$ cat config.mk
export PLATFORM = sky130hd
export DESIGN_NAME = calc_seq_ctrl_flat
export DESIGN_NICKNAME = d
export VERILOG_FILES = /design/src/rtl/calc_seq_ctrl_pkg.sv /design/src/rtl/calc_seq_ctrl_if.sv /design/src/rtl/calc_seq_ctrl_digit_acc.sv /design/src/rtl/calc_seq_ctrl.sv /design/src/flat_wrapper.sv
export SDC_FILE = /design/constraint.sdc
export NUM_CORES = 1
export LEC_CHECK = 0
export ABC_AREA = 1
export CAP_MARGIN = 0
export CORE_MARGIN = 2
export CORE_UTILIZATION = 57
export DETAILED_ROUTE_END_ITERATION = 12
export PLACE_DENSITY = 0.83
export SYNTH_ARGS = -nofsm -noshare
export SYNTH_HDL_FRONTEND = slang
export SYNTH_SLANG_ARGS = --single-unit
$ cat constraint.sdc
create_clock -name clk_i -period 5.8 [get_ports clk_i]
set_clock_uncertainty 0.2 [all_clocks]
set_input_delay 1.16 -clock clk_i [delete_from_list [all_inputs] [get_ports clk_i]]
set_output_delay 1.16 -clock clk_i [all_outputs]
set_load 0.03 [all_outputs]
$ cat src/rtl/calc_seq_ctrl_pkg.sv
// pkg_calc: shared definitions for the keypad calculator controller.
//   - key code constants for the decoded keypad (0-9 are digits)
//   - calc_state_t : controller state, its encoding drives the RGB indicator
//   - calc_op_t    : latched arithmetic/logic operator
//   - small helpers for key classification and the operand-width check
package pkg_calc;

    localparam logic [3:0] KEY_ADD = 4'hA;
    localparam logic [3:0] KEY_SUB = 4'hB;
    localparam logic [3:0] KEY_AND = 4'hC;
    localparam logic [3:0] KEY_OR  = 4'hD;
    localparam logic [3:0] KEY_ENT = 4'hE;
    localparam logic [3:0] KEY_CLR = 4'hF;

    typedef enum logic [2:0] {
        ENTRY_A = 3'd0,
        ENTRY_B = 3'd1,
        EXEC    = 3'd2,
        WR_A    = 3'd3,
        WR_B    = 3'd4,
        WR_R    = 3'd5,
        SWEEP   = 3'd6
    } calc_state_t;

    typedef enum logic [1:0] {
        OP_ADD = 2'd0,
        OP_SUB = 2'd1,
        OP_AND = 2'd2,
        OP_OR  = 2'd3
    } calc_op_t;

    function automatic logic is_digit(input logic [3:0] k);
        return k <= 4'd9;
    endfunction

    function automatic logic is_oper(input logic [3:0] k);
        return (k >= KEY_ADD) && (k <= KEY_OR);
    endfunction

    function automatic calc_op_t key_to_op(input logic [3:0] k);
        case (k)
            KEY_SUB: return OP_SUB;
            KEY_AND: return OP_AND;
            KEY_OR:  return OP_OR;
            default: return OP_ADD;
        endcase
    endfunction

    function automatic longint unsigned pow10(input int unsigned n);
        longint unsigned r;
        r = 1;
        for (int unsigned i = 0; i < n; i++) begin
            r = r * 10;
        end
        return r;
    endfunction

endpackage

$ cat src/rtl/calc_seq_ctrl_if.sv
// calc_seq_ctrl_if: keypad, register-file and display signals of the
// calculator controller.
//   master : keypad / register file / display side (drives keys, rdata)
//   slave  : the controller (drives write bus, read address, display, status)
interface calc_seq_ctrl_if #(
    parameter int DATA_W = 16,
    parameter int ADDR_W = 5
);
    logic              key_valid_i;
    logic [3:0]        key_code_i;
    logic              mode_sweep_i;
    logic              we_o;
    logic [ADDR_W-1:0] waddr_o;
    logic [DATA_W-1:0] wdata_o;
    logic [ADDR_W-1:0] raddr_o;
    logic [DATA_W-1:0] rdata_i;
    logic [DATA_W-1:0] display_o;
    logic              display_en_o;
    logic              err_o;
    logic              carry_o;
    logic [2:0]        state_o;

    modport master (
        output key_valid_i, key_code_i, mode_sweep_i, rdata_i,
        input  we_o, waddr_o, wdata_o, raddr_o, display_o, display_en_o,
               err_o, carry_o, state_o
    );

    modport slave (
        input  key_valid_i, key_code_i, mode_sweep_i, rdata_i,
        output we_o, waddr_o, wdata_o, raddr_o, display_o, display_en_o,
               err_o, carry_o, state_o
    );

endinterface

$ cat src/rtl/calc_seq_ctrl_digit_acc.sv
// calc_digit_acc: decimal operand accumulator.
//   clk_i, rst_n_i : clock, asynchronous active-low reset
//   clr_i          : clear value and digit count (wins over load_i)
//   load_i         : shift in digit_i (acc*10 + digit), ignored when full
//   digit_i        : decimal digit 0-9
//   acc_o          : accumulated value
//   count_o        : digits entered so far
//   full_o         : DIGITS digits already entered
module calc_digit_acc #(
    parameter int DIGITS = 4,
    parameter int DATA_W = 16
) (
    input  logic                         clk_i,
    input  logic                         rst_n_i,
    input  logic                         clr_i,
    input  logic                         load_i,
    input  logic [3:0]                   digit_i,
    output logic [DATA_W-1:0]            acc_o,
    output logic [$clog2(DIGITS+1)-1:0]  count_o,
    output logic                         full_o
);
    localparam int CNT_W = $clog2(DIGITS + 1);

    logic [DATA_W-1:0] acc_q;
    logic [DATA_W-1:0] acc_x10;
    logic [CNT_W-1:0]  count_q;

    // x10 built from shifts; never overflows because load is refused when full
    assign acc_x10 = (acc_q << 3) + (acc_q << 1);
    assign full_o  = (count_q == CNT_W'(DIGITS));

    always_ff @(posedge clk_i or negedge rst_n_i) begin
        if (!rst_n_i) begin
            acc_q   <= '0;
            count_q <= '0;
        end else if (clr_i) begin
            acc_q   <= '0;
            count_q <= '0;
        end else if (load_i && !full_o) begin
            acc_q   <= acc_x10 + DATA_W'(digit_i);
            count_q <= count_q + CNT_W'(1);
        end
    end

    assign acc_o   = acc_q;
    assign count_o = count_q;

endmodule

$ cat src/rtl/calc_seq_ctrl.sv
// calc_seq_ctrl: keypad calculator controller.
//   clk_i   : system clock (10 MHz)
//   rst_n_i : asynchronous active-low reset
//   bus     : calc_seq_ctrl_if.slave
//             key_valid_i/key_code_i  decoded key pulses
//             mode_sweep_i            level request for sweep replay
//             we_o/waddr_o/wdata_o    register-file write (A, B, result)
//             raddr_o/rdata_i         register-file read for sweep
//             display_o/display_en_o  value to show
//             err_o                   one-cycle pulse per rejected key
//             carry_o                 carry/borrow of the last operation
//             state_o                 state encoding for the RGB indicator
// Holds the key FSM, ALU, write pointer/fill level and sweep timer; operand
// digits are accumulated in calc_digit_acc.
module calc_seq_ctrl
    import pkg_calc::*;
#(
    parameter int DIGITS      = 4,
    parameter int DATA_W      = 16,
    parameter int ADDR_W      = 5,
    parameter int SWEEP_TICKS = 10_000_000
) (
    input  logic        clk_i,
    input  logic        rst_n_i,
    calc_seq_ctrl_if.slave bus
);
    localparam int DEPTH  = 2 ** ADDR_W;
    localparam int FILL_W = ADDR_W + 1;
    localparam int CNT_W  = $clog2(DIGITS + 1);
    localparam int TICK_W = (SWEEP_TICKS > 1) ? $clog2(SWEEP_TICKS) : 1;

    if (pow10(DIGITS) - 1 >= (64'd1 << DATA_W)) begin : g_width_check
        $error("calc_seq_ctrl: DATA_W cannot hold DIGITS decimal digits");
    end

    calc_state_t       state_q, state_d;

    logic [DATA_W-1:0] acc;
    logic [CNT_W-1:0]  acc_count;
    logic              acc_full;
    logic              acc_clr, acc_load;
    logic              count_zero;

    logic              k_digit, k_oper, k_ent, k_clr;
    logic              latch_a, latch_b, clr_op_a, err_d;

    logic [DATA_W-1:0] op_a_q, op_b_q, result_q;
    calc_op_t          op_q;
    logic              carry_q, err_q;
    logic [DATA_W:0]   alu_ext;

    logic [ADDR_W-1:0] ptr_q, raddr_q;
    logic [FILL_W-1:0] fill_q;
    logic [TICK_W-1:0] tick_q;
    logic              we;

    calc_digit_acc #(
        .DIGITS (DIGITS),
        .DATA_W (DATA_W)
    ) u_acc (
        .clk_i   (clk_i),
        .rst_n_i (rst_n_i),
        .clr_i   (acc_clr),
        .load_i  (acc_load),
        .digit_i (bus.key_code_i),
        .acc_o   (acc),
        .count_o (acc_count),
        .full_o  (acc_full)
    );

    assign count_zero = (acc_count == '0);
    assign k_digit    = bus.key_valid_i && is_digit(bus.key_code_i);
    assign k_oper     = bus.key_valid_i && is_oper(bus.key_code_i);
    assign k_ent      = bus.key_valid_i && (bus.key_code_i == KEY_ENT);
    assign k_clr      = bus.key_valid_i && (bus.key_code_i == KEY_CLR);

    always_ff @(posedge clk_i or negedge rst_n_i) begin
        if (!rst_n_i) begin
            state_q <= ENTRY_A;
        end else begin
            state_q <= state_d;
        end
    end

    always_comb begin
        state_d  = state_q;
        acc_clr  = 1'b0;
        acc_load = 1'b0;
        latch_a  = 1'b0;
        latch_b  = 1'b0;
        clr_op_a = 1'b0;
        err_d    = 1'b0;
        case (state_q)
            ENTRY_A: begin
                // sweep request takes priority; a key in the same cycle is lost
                if (count_zero && bus.mode_sweep_i) begin
                    state_d = SWEEP;
                end else if (k_clr) begin
                    acc_clr  = 1'b1;
                    clr_op_a = 1'b1;
                end else if (k_digit) begin
                    if (acc_full) err_d = 1'b1;
                    else          acc_load = 1'b1;
                end else if (k_oper) begin
                    if (!count_zero) begin
                        latch_a = 1'b1;
                        acc_clr = 1'b1;
                        state_d = ENTRY_B;
                    end else begin
                        err_d = 1'b1;
                    end
                end else if (k_ent) begin
                    err_d = 1'b1;
                end
            end
            ENTRY_B: begin
                if (k_clr) begin
                    acc_clr  = 1'b1;
                    clr_op_a = 1'b1;
                    state_d  = ENTRY_A;
                end else if (k_digit) begin
                    if (acc_full) err_d = 1'b1;
                    else          acc_load = 1'b1;
                end else if (k_oper) begin
                    err_d = 1'b1;
                end else if (k_ent) begin
                    if (!count_zero) begin
                        latch_b = 1'b1;
                        acc_clr = 1'b1;
                        state_d = EXEC;
                    end else begin
                        err_d = 1'b1;
                    end
                end
            end
            EXEC:    state_d = WR_A;
            WR_A:    state_d = WR_B;
            WR_B:    state_d = WR_R;
            WR_R:    state_d = ENTRY_A;
            SWEEP: begin
                if (!bus.mode_sweep_i) state_d = ENTRY_A;
            end
            default: state_d = ENTRY_A;
        endcase
    end

    // one extra bit carries the add carry / sub borrow
    always_comb begin
        alu_ext = '0;
        case (op_q)
            OP_ADD:  alu_ext = {1'b0, op_a_q} + {1'b0, op_b_q};
            OP_SUB:  alu_ext = {1'b0, op_a_q} - {1'b0, op_b_q};
            OP_AND:  alu_ext = {1'b0, op_a_q & op_b_q};
            OP_OR:   alu_ext = {1'b0, op_a_q | op_b_q};
            default: alu_ext = '0;
        endcase
    end

    always_ff @(posedge clk_i or negedge rst_n_i) begin
        if (!rst_n_i) begin
            op_a_q   <= '0;
            op_b_q   <= '0;
            op_q     <= OP_ADD;
            result_q <= '0;
            carry_q  <= 1'b0;
            err_q    <= 1'b0;
        end else begin
            err_q <= err_d;
            if (latch_a) begin
                op_a_q <= acc;
                op_q   <= key_to_op(bus.key_code_i);
            end else if (clr_op_a) begin
                op_a_q <= '0;
            end
            if (latch_b) op_b_q <= acc;
            if (state_q == EXEC) begin
                result_q <= alu_ext[DATA_W-1:0];
                carry_q  <= alu_ext[DATA_W];
            end
        end
    end

    assign we = (state_q == WR_A) || (state_q == WR_B) || (state_q == WR_R);

    always_ff @(posedge clk_i or negedge rst_n_i) begin
        if (!rst_n_i) begin
            ptr_q  <= '0;
            fill_q <= '0;
        end else if (we) begin
            ptr_q <= ptr_q + ADDR_W'(1);
            if (fill_q != FILL_W'(DEPTH)) fill_q <= fill_q + FILL_W'(1);
        end
    end

    // Timer and read address restart whenever SWEEP is entered or left.
    always_ff @(posedge clk_i or negedge rst_n_i) begin
        if (!rst_n_i) begin
            raddr_q <= '0;
            tick_q  <= '0;
        end else if (state_q != SWEEP || state_d != SWEEP) begin
            raddr_q <= '0;
            tick_q  <= '0;
        end else if (tick_q == TICK_W'(SWEEP_TICKS - 1)) begin
            tick_q <= '0;
            if (fill_q == '0 || FILL_W'(raddr_q) == fill_q - FILL_W'(1))
                raddr_q <= '0;
            else
                raddr_q <= raddr_q + ADDR_W'(1);
        end else begin
            tick_q <= tick_q + TICK_W'(1);
        end
    end

    always_comb begin
        bus.wdata_o   = '0;
        bus.display_o = acc;
        case (state_q)
            EXEC:    bus.display_o = alu_ext[DATA_W-1:0];
            WR_A: begin
                bus.wdata_o   = op_a_q;
                bus.display_o = result_q;
            end
            WR_B: begin
                bus.wdata_o   = op_b_q;
                bus.display_o = result_q;
            end
            WR_R: begin
                bus.wdata_o   = result_q;
                bus.display_o = result_q;
            end
            SWEEP:   bus.display_o = bus.rdata_i;
            default: bus.display_o = acc;
        endcase
    end

    assign bus.we_o         = we;
    assign bus.waddr_o      = ptr_q;
    assign bus.raddr_o      = raddr_q;
    assign bus.display_en_o = 1'b1;
    assign bus.err_o        = err_q;
    assign bus.carry_o      = carry_q;
    assign bus.state_o      = state_q;

endmodule

$ cat src/flat_wrapper.sv
// flat-port wrapper written by rule: the top's interface ports become plain ports
module calc_seq_ctrl_flat import pkg_calc::*;
#(
    parameter int DIGITS      = 4,
    parameter int DATA_W      = 16,
    parameter int ADDR_W      = 5,
    parameter int SWEEP_TICKS = 10_000_000
)
  (clk_i, rst_n_i, bus_key_valid_i, bus_key_code_i, bus_mode_sweep_i, bus_rdata_i, bus_we_o, bus_waddr_o, bus_wdata_o, bus_raddr_o, bus_display_o, bus_display_en_o, bus_err_o, bus_carry_o, bus_state_o);
  calc_seq_ctrl_if #(.DATA_W(DATA_W), .ADDR_W(ADDR_W)) bus_i ();
  input  logic clk_i;
  input  logic rst_n_i;
  input wire logic [$bits(bus_i.key_valid_i)-1:0] bus_key_valid_i;
  input wire logic [$bits(bus_i.key_code_i)-1:0] bus_key_code_i;
  input wire logic [$bits(bus_i.mode_sweep_i)-1:0] bus_mode_sweep_i;
  input wire logic [$bits(bus_i.rdata_i)-1:0] bus_rdata_i;
  output wire logic [$bits(bus_i.we_o)-1:0] bus_we_o;
  output wire logic [$bits(bus_i.waddr_o)-1:0] bus_waddr_o;
  output wire logic [$bits(bus_i.wdata_o)-1:0] bus_wdata_o;
  output wire logic [$bits(bus_i.raddr_o)-1:0] bus_raddr_o;
  output wire logic [$bits(bus_i.display_o)-1:0] bus_display_o;
  output wire logic [$bits(bus_i.display_en_o)-1:0] bus_display_en_o;
  output wire logic [$bits(bus_i.err_o)-1:0] bus_err_o;
  output wire logic [$bits(bus_i.carry_o)-1:0] bus_carry_o;
  output wire logic [$bits(bus_i.state_o)-1:0] bus_state_o;
  assign bus_i.key_valid_i = bus_key_valid_i;
  assign bus_i.key_code_i = bus_key_code_i;
  assign bus_i.mode_sweep_i = bus_mode_sweep_i;
  assign bus_i.rdata_i = bus_rdata_i;
  assign bus_we_o = bus_i.we_o;
  assign bus_waddr_o = bus_i.waddr_o;
  assign bus_wdata_o = bus_i.wdata_o;
  assign bus_raddr_o = bus_i.raddr_o;
  assign bus_display_o = bus_i.display_o;
  assign bus_display_en_o = bus_i.display_en_o;
  assign bus_err_o = bus_i.err_o;
  assign bus_carry_o = bus_i.carry_o;
  assign bus_state_o = bus_i.state_o;
  calc_seq_ctrl #(.DIGITS(DIGITS), .DATA_W(DATA_W), .ADDR_W(ADDR_W), .SWEEP_TICKS(SWEEP_TICKS)) u_core (.clk_i(clk_i), .rst_n_i(rst_n_i), .bus(bus_i));
endmodule
# Word-level counts from Yosys, hierarchy flattened
# Index checks and enable logic that the tools add are counted.
dict set report op_classes {
  n_reduce_logical 21
  magnitude_cmp 3
  multipliers 0
  muxes 62
  n_shift 0
  bitwise 2
  n_div 0
  n_eq_ne 20
  addsub 10
}
# cell count
set ops {}
lappend ops {{case mux 16 bit (3 select lines)} 2}
lappend ops {{case mux 17 bit (4 select lines)} 1}
lappend ops {{two-way mux 16 bit} 4}
lappend ops {{two-way mux 24 bit} 2}
lappend ops {{two-way mux 3 bit} 13}
lappend ops {{two-way mux 1 bit} 31}
lappend ops {{adder 24 x 1 -> 24 bit, second input constant} 1}
lappend ops {{equality test 24 bit, second input constant} 1}
lappend ops {{equality test 4 bit, second input constant} 5}
lappend ops {{case mux 3 bit (6 select lines)} 1}
lappend ops {{adder 16 x 16 -> 17 bit} 1}
lappend ops {{subtractor 16 x 16 -> 17 bit} 1}
lappend ops {{adder 16 bit} 1}
lappend ops {{adder 16 x 4 -> 16 bit} 1}
lappend ops {{bitwise AND 16 bit} 1}
lappend ops {{OR 16 bit} 1}
lappend ops {{two-way mux 5 bit} 3}
lappend ops {{equality test 3 bit, second input constant} 4}
lappend ops {{adder 5 x 1 -> 5 bit, second input constant} 2}
lappend ops {{less-or-equal comparator 4 bit, second input constant} 2}
lappend ops {{case mux 1 bit (2 select lines)} 4}
lappend ops {{logical AND 1 bit} 7}
lappend ops {{adder 6 x 1 -> 6 bit, second input constant} 1}
lappend ops {{equality test 3 x 2 -> 1 bit, second input constant} 2}
lappend ops {{18 further kinds} 26}
dict set report word_totals {
  ff_bits 114
  mem_bits_ro 0
  latch_bits 0
  mem_bits_rw 0
  elab_cells 131
  n_memories 0
}

# Depth between registers and ports, before layout
# Gate-level depths: netlist of run 1.
dict set report depth {
  word_depth 11
  depth_mapped 20
  depth_no_buf 20
}

# Hierarchy
# A second synthesis of run 1 with hierarchy kept.
dict set report hier_totals {
  cells_unflattened 1196
  area_unflattened_um2 8546.9
}
# module n_inst area_each_um2 cells_each
set modules_own_cells {}
lappend modules_own_cells {calc_seq_ctrl 1 6785.3 945}
lappend modules_own_cells {calc_digit_acc 1 1761.7 251}

# Worst setup path after synthesis of run 1
# Ideal clock, no wire load.
dict set report synth_path {
  path_type {register -> output}
  from {register u_core.op_b_q[0]}
  to {output bus_display_o[15]}
  path_buffers 0
  setup_slack_ps 1824
  path_stages_with_launch 16
  t_arrival_ps 2616
  cell_sequence {dfrtp_1 -> inv_1 -> ha_1 -> nand4_1 -> nor2_1 -> nand3_1 -> o21ai_0 -> nand2_1 -> xor2_1 -> ha_1 -> a21oi_1 -> o21ai_0 -> a21oi_1 -> nand3_1 -> nand3_1 -> nand4_1}
}
dict set report synth_between {
  elab_chain_len 3
}
# item line
set synth_rtl {}
lappend synth_rtl {{from (decl)} calc_seq_ctrl.sv:47} ;# logic [DATA_W-1:0] op_a_q, op_b_q, result_q;
lappend synth_rtl {{from (signal assigned)} calc_seq_ctrl.sv:162} ;# op_b_q <= '0;
lappend synth_rtl {{from (signal assigned)} calc_seq_ctrl.sv:175} ;# if (latch_b) op_b_q <= acc;
lappend synth_rtl {{subtractor 16 x 16 -> 17 bit / adder 16 x 16 -> 17 bit (equally long branches)} {calc_seq_ctrl.sv:152, calc_seq_ctrl.sv:151}}
lappend synth_rtl {{case mux 17 bit (4 select lines) (*)} calc_seq_ctrl.sv:150} ;# case (op_q)
lappend synth_rtl {{case mux 16 bit (3 select lines) (*)} calc_seq_ctrl.sv:217} ;# case (state_q)
lappend synth_rtl {{to (decl)} flat_wrapper.sv:21} ;# output wire logic [$bits(bus_i.display_o)-1:0] bus_display_o;
# Every way passes the cells marked *; elsewhere a longest branch is shown, timed or not.

# Final worst setup path of run 1
dict set report layout_path {
  from {register u_core.op_q[1]}
  to {output bus_display_o[14]}
}
dict set report layout_between {
  elab_chain_len 3
}
# item line
set layout_rtl {}
lappend layout_rtl {{from (decl)} calc_seq_ctrl.sv:48} ;# calc_op_t op_q;
lappend layout_rtl {{from (signal assigned)} calc_seq_ctrl.sv:171} ;# op_q <= key_to_op(bus.key_code_i);
lappend layout_rtl {{equality test 2 bit (tied with other cells)} calc_seq_ctrl.sv:150}
lappend layout_rtl {{case mux 17 bit (4 select lines) (*)} calc_seq_ctrl.sv:150}
lappend layout_rtl {{case mux 16 bit (3 select lines) (*)} calc_seq_ctrl.sv:217}
# Marks and branches as above.

==> run summary, run 1 <==
Crit path largest cell delay: 680 ps
# nets final: 1,242
setup bufs post-CTS: 0
asr flop ratio synth: 100%
vias in the first global route: 7,498
GRT Resource Usage Total: 32.7%
Core ar.: 13,900 um2
Worst VDD drop: 0.000303 V
post-synth top area share: 35.1%
Tot Pwr: 6.64 mW
# DRC: 0
fillcell total: 1,134
starting density of the core: 58.5%
# setup viols final: 0
f_max: 182 MHz
Ant. Diodes: 0
Synth Warn #: 0
crit-path leading delay family: simple AND/OR/NAND/NOR gates
multi-input logic area: 4630 um2
Post-CTS Resized: 0
setup TNS: 0 ps
Syn Nets: 1,175
main area contributors after synthesis: dfrtp_1 (35%), nand2_1 (12%), ha_1 (8.2%)
Clock Tree Buf Depth: 2
critical-path cell list: nor2_2 -> inv_1 -> nand2_1 -> o21ai_0 -> xor2_1 -> ha_1 -> nand2_1 -> nor2_1 -> inv_1 -> nor2_1 -> nand2_1 -> nand3_1 -> nand3_1 -> nand2_1 -> nand2_1 -> nand3_1 -> clkdlybuf4s50_1
DP Wirelength: 17,400 um
crit path buf inv count: 3
IO Port Bufs: 71
I/O pin count: 73
startpoint types: flop
Final Max Slew Viols: 0
LEAKAGE: 4.53 nW
# rows: 43
#FFs+latches synth: 114
fin util: 69.2%
number of iterations in the first detailed-routing pass: 6
die area: 15,200 um2
top_reg_cell synth: dfrtp_1
unrepaired setup endpoints after global routing: false
Critical Path AT: 4140 ps
Vias/cell: 6.02
Storage cell area: 2850 um2
initial DRC count: 879
Yosys top cell by area: dfrtp_1
synthesized area per cell: 7.42 um2
antenna viol nets, final: 0
sequential area share after synthesis: 35.1%
clk_lat worst skew: 440 ps
first-pass GRT wire length: 37,900 um
Post-Synthesis Cell Area: 8130 um2
Max Cap Violations: 0
die span in y: 123 um
setup ws final: 301 ps
Synth top cells by count: nand2_1 (250), inv_1 (135), dfrtp_1 (114)
Slew @ Worst Pin: 1020 ps
most common cell in the netlist: nand2_1
Layout area overhead: 18.2%
outcome: complete, no violations
Die W: 123 um
total gr overflow: 0
critical path's slowest cell: clkdlybuf4s50_1
RePlAce Congestion: 1.04
critical path class: flop to output pin
Clock Tree Root: clkbuf_16
min-delay worst type: flop to flop
Final Hold Fails: 0
Reg clk slew, reported paths: 50 ps
hold_ws: 277 ps
DP Worst Slack: 746 ps
Worst Setup End Kind: output pin
layout cells sized above 1: 5.70%
TritonCTS Buffers: 17
required time of the critical path: 4440 ps
pwr dens: 691 nW/um2
TritonCTS clock tree: built
CP dominant cell by count: nand2_1
Via Count: 8,157
min Tclk post-route: 5500 ps
CP max FO: 16
drt wl/cell: 17.9 um
fin crit share: 94.8%
hold buffer count at CTS: 0
distinct cell type count after synthesis: 45
Post-synth EDFFs: 0
drt total wl: 24,300 um
Slew headroom: 31.9%
clock sinks: 114
cell count after synthesis: 1,095
pin count of the biggest net entering global routing: 79
H-tree depth: 4
initial antenna violation count: 0
[worst reg2reg max path, cell delays in order (launching register included)]
cell	delay, ps
dfrtp_1	600
nor2_2	470
inv_1	230
nand2_1	170
xor2_1	160
ha_1	300
a21oi_1	330
nor2_1	70
nor2_1	170
inv_1	60
a21oi_1	140
nand2_1	90
nand2_1	60
nand2_1	40
o21ai_0	190
[cell usage in the layout (no fill, tap or decap), types with 10 or more instances in the layout]
master,synthesis,routed
nand2_1,250,250
inv_1,135,135
dfrtp_1,114,113
nor2_1,95,95
nand3_1,89,89
clkdlybuf4s50_1,0,70
o21ai_0,68,68
ha_1,53,53
a21oi_1,45,45
xor2_1,43,43
nand4_1,24,24
nor3_1,20,19
o22ai_1,17,17
clkbuf_16,0,17
o221ai_1,16,16
a22oi_1,16,16
xnor2_1,14,14
o2111ai_1,10,10
[power by group]
group	switching [mW]	leakage, nW	internal, mW
clock network	0.391	0.311	0.743
registers	0.368	1.44	1.07
logic	2.63	2.78	1.43
total	3.39	4.53	3.25
[routing by layer]
metal | vias up | global-route usage (%) | routed length [um]
li1 | 3814 | - | -
met3 | 70 | 7.80 | 2550
met4 | 0 | 11.6 | 696
met2 | 463 | 49.8 | 10700
met5 | - | 0 | 0
met1 | 3810 | 45.6 | 10300
[state kept, by name, summed over array words and instances (netlist names)]
| signal | count |
|---|---|
| u_core.op_b_q | 16 |
| u_core.tick_q | 24 |
| u_core.op_a_q | 16 |
| u_core.bus.waddr_o | 5 |
| u_core.bus.raddr_o | 5 |
| u_core.u_acc.acc_o | 16 |
| u_core.op_q | 2 |
| u_core.fill_q | 6 |
| u_core.u_acc.count_o | 3 |
| u_core.result_q | 16 |
| u_core.bus.err_o | 1 |
| u_core.bus.carry_o | 1 |
| u_core.bus.state_o | 3 |
[worst paths after layout]
| kind | cells past startpoint | slack (ps) | endpoint | startpoint |
|---|---|---|---|---|
| hold / removal | 1 | 280 | u_core.bus.waddr_o[4] | u_core.bus.waddr_o[4] |
| min in group asynchronous | 1 | 700 | u_core.result_q[13] | rst_n_i |
| hold reg to reg | 1 | 280 | u_core.bus.waddr_o[4] | u_core.bus.waddr_o[4] |
| setup / recovery | 17 | 300 | bus_display_o[14] | u_core.op_q[1] |
| setup reg to reg | 14 | 2430 | u_core.bus.carry_o | u_core.op_q[1] |
| max in group asynchronous | 2 | 3620 | u_core.fill_q[1] | rst_n_i |
[layout make-up]
class | count | share of cell area, %
timing repair buffer | 76 | 7.76
multi-input combinational | 814 | 48.2
inverter | 139 | 5.43
clock inverter | 12 | 1.85
clock buffer | 20 | 4.75
sequential | 114 | 29.7
tap | 180 | 2.34
[kinds of logic (layout without fill, tap and decap cells)]
| logic type | after synthesis | in the layout | synth area share (%) |
|---|---|---|---|
| AO/OA/AOI/OAI | 197 | 197 | 14.8 |
| multiplexers | 1 | 1 | 0.139 |
| flip-flops | 114 | 114 | 35.1 |
| XOR/XNOR | 57 | 57 | 6.14 |
| AND/OR/NAND/NOR | 502 | 502 | 26.8 |
| adder cells (fa/ha/maj) | 56 | 56 | 8.90 |
| buffers and inverters | 167 | 247 | 8.04 |
| other | 1 | 1 | 0.0461 |
[through the flow]
step / cells / area [um2]
final: 1355 / 9610
after global routing: 1355 / 9610
after CTS: 1355 / 9610
after detailed placement: 1323 / 8970
after global placement: 1323 / 8970
after floorplan: 1095 / 8130
Note: power is estimated with default switching activity, not from simulation.
==> inputs of run 2 (changes only) <==
Settings changed: CTS_BUF_LIST set to sky130_fd_sc_hd__clkbuf_4, TNS_END_PERCENT set to 100.
Clock period 5.8 ns to 6.7 ns, I/O delays scaled along.
==> run summary, run 2 (same netlist as run 1, synthesis figures left out) <==
setup ws final: 882 ps (+581 ps)
vias in the first global route: 7,334 (-2.2%)
RePlAce Congestion: 1.01 (-2.8%)
TritonCTS Buffers: 17 (unchanged)
Slew @ Worst Pin: 992 ps (-29.5 ps)
initial antenna violation count: 0 (unchanged)
RR Startpoint: u_core.op_q[0]
Slew headroom: 33.8% (+2.0 points)
I/O pin count: 73 (unchanged)
number of iterations in the first detailed-routing pass: 7 (+1)
drt total wl: 23,500 um (-3.2%)
multi-input logic area: 4630 um2 (unchanged)
hold buffer count at CTS: 0 (unchanged)
Reg with most FFs: u_core.tick_q
max FFs per register: 24 (unchanged)
die span in y: 123 um (unchanged)
outcome: complete, no violations
# DRC: 0 (unchanged)
crit-path leading delay family: simple AND/OR/NAND/NOR gates
pin count of the biggest net entering global routing: 79 (unchanged)
Layout area overhead: 13.5%
Ant. Diodes: 0 (unchanged)
fillcell total: 1,244 (+9.7%)
drt wl/cell: 17.3 um (-3.2%)
Final Hold Fails: 0 (unchanged)
commonest cells after routing, fill and taps aside: nand2_1 (250), inv_1 (135), dfrtp_1 (114)
first-pass GRT wire length: 37,100 um (-2.1%)
Core ar.: 13,900 um2 (unchanged)
Worst VDD drop: 0.000259 V (-15%)
Vias/cell: 5.90 (-2.1%)
Storage cell area: 2850 um2 (about the same)
Reg clk slew, reported paths: 100 ps (+50 ps)
hold depth: 1 (unchanged)
Crit path largest cell delay: 680 ps (about the same)
H-tree depth: 4 (unchanged)
CP Launch Point: u_core.op_q[0]
critical-path cell list: inv_1 -> nor2_2 -> inv_1 -> nand2_1 -> o21ai_0 -> xor2_1 -> ha_1 -> nand2_1 -> nor2_1 -> inv_1 -> nor2_1 -> nand2_1 -> nand3_1 -> nand3_1 -> nand2_1 -> nand2_1 -> nand3_1 -> clkdlybuf4s50_1
DP Area: 8970 um2 (unchanged)
critical path's slowest cell: clkdlybuf4s50_1
crit path buf inv count: 4 (+1)
Critical Path AT: 4280 ps (+140 ps)
CP dominant cell by count: nand2_1
f_max: 172 MHz
setup bufs post-CTS: 0 (unchanged)
starting density of the core: 58.5% (unchanged)
min-delay worst type: flop to flop
layout cells sized above 1: 5.45% (-0.26 points)
DP Wirelength: 17,600 um (+1.1%)
worst reg2reg setup slack: 3320 ps (+890 ps)
DP Worst Slack: 1500 ps (+758 ps)
setup TNS: 0 ps (unchanged)
Worst Min Path Start: u_core.bus.waddr_o[4]
Worst Setup End Kind: output pin
# setup viols final: 0 (unchanged)
GRT Resource Usage Total: 31.9% (-0.79 points)
hold_ws: 287 ps (+9.60 ps)
die area: 15,200 um2 (unchanged)
CP max FO: 13 (-3)
# nets final: 1,242 (unchanged)
reg2reg end: u_core.bus.carry_o
pwr dens: 562 nW/um2 (-19%)
Tot Pwr: 5.18 mW (-22%)
clock sinks: 114 (unchanged)
required time of the critical path: 5160 ps (+720 ps)
LEAKAGE: 4.34 nW (-4.0%)
IO Port Bufs: 71 (unchanged)
total gr overflow: 0 (unchanged)
most common cell after layout, fill and taps aside: nand2_1
startpoint types: flop
critical path class: flop to output pin
unrepaired setup endpoints after global routing: false
Post-CTS Resized: 0 (unchanged)
antenna viol nets, final: 0 (unchanged)
TritonCTS clock tree: built
hold worst-path end: u_core.bus.waddr_o[4]
Die W: 123 um (unchanged)
final instance area: 9220 um2 (-4.0%)
Via Count: 7,989 (-2.1%)
# rows: 43 (unchanged)
initial DRC count: 884 (+0.57%)
fin crit share: 86.8%
clk_lat worst skew: 550 ps (+110 ps)
min Tclk post-route: 5820 ps
Final Max Slew Viols: 0 (unchanged)
Worst Reg-to-Reg Cells: 15 (+1)
Clock Tree Buf Depth: 2 (unchanged)
Max Cap Violations: 0 (unchanged)
Clock Tree Root: clkbuf_4
[run 2: metrics by stage]
stage	utilization [%]	instances
after floorplan	-	1095
after global placement	64.6	1323
after detailed placement	64.6	1323
after CTS	66.4	1355
after global routing	66.4	1355
final	66.4	1355
[run 2: power breakdown]
part | leakage (nW) | internal (mW) | switching [mW]
logic | 2.78 | 1.24 | 2.23
registers | 1.44 | 0.924 | 0.319
clock network | 0.127 | 0.184 | 0.284
total | 4.34 | 2.35 | 2.83
[run 2: area by class of cell]
class	count	area share (%)
well taps	180	2.44
repair buffers	76	8.09
inverters	139	5.66
flip-flops and latches	114	30.9
clock inverters	14	1.26
clock buffers	18	1.47
multi-input cells	814	50.2
[run 2: worst max path at each step]
stage | to | slack (ps) | cells after the start
floorplan | bus_display_o[15] | 2540 | 15
global placement | bus_display_o[14] | 1550 | 18
detailed placement | bus_display_o[14] | 1500 | 18
CTS | bus_display_o[14] | 900 | 18
global route | bus_display_o[15] | 580 | 15
finish | bus_display_o[14] | 880 | 18
[run 2: per-layer routing]
metal	track usage, %	part of all wire, %	up-vias	wire [um]
li1	-	-	3830	-
met1	45.9	44	3695	10400
met2	47.4	44	399	10300
met3	7.52	8.9	65	2090
met4	10.7	2.8	0	646
met5	0	0	-	0
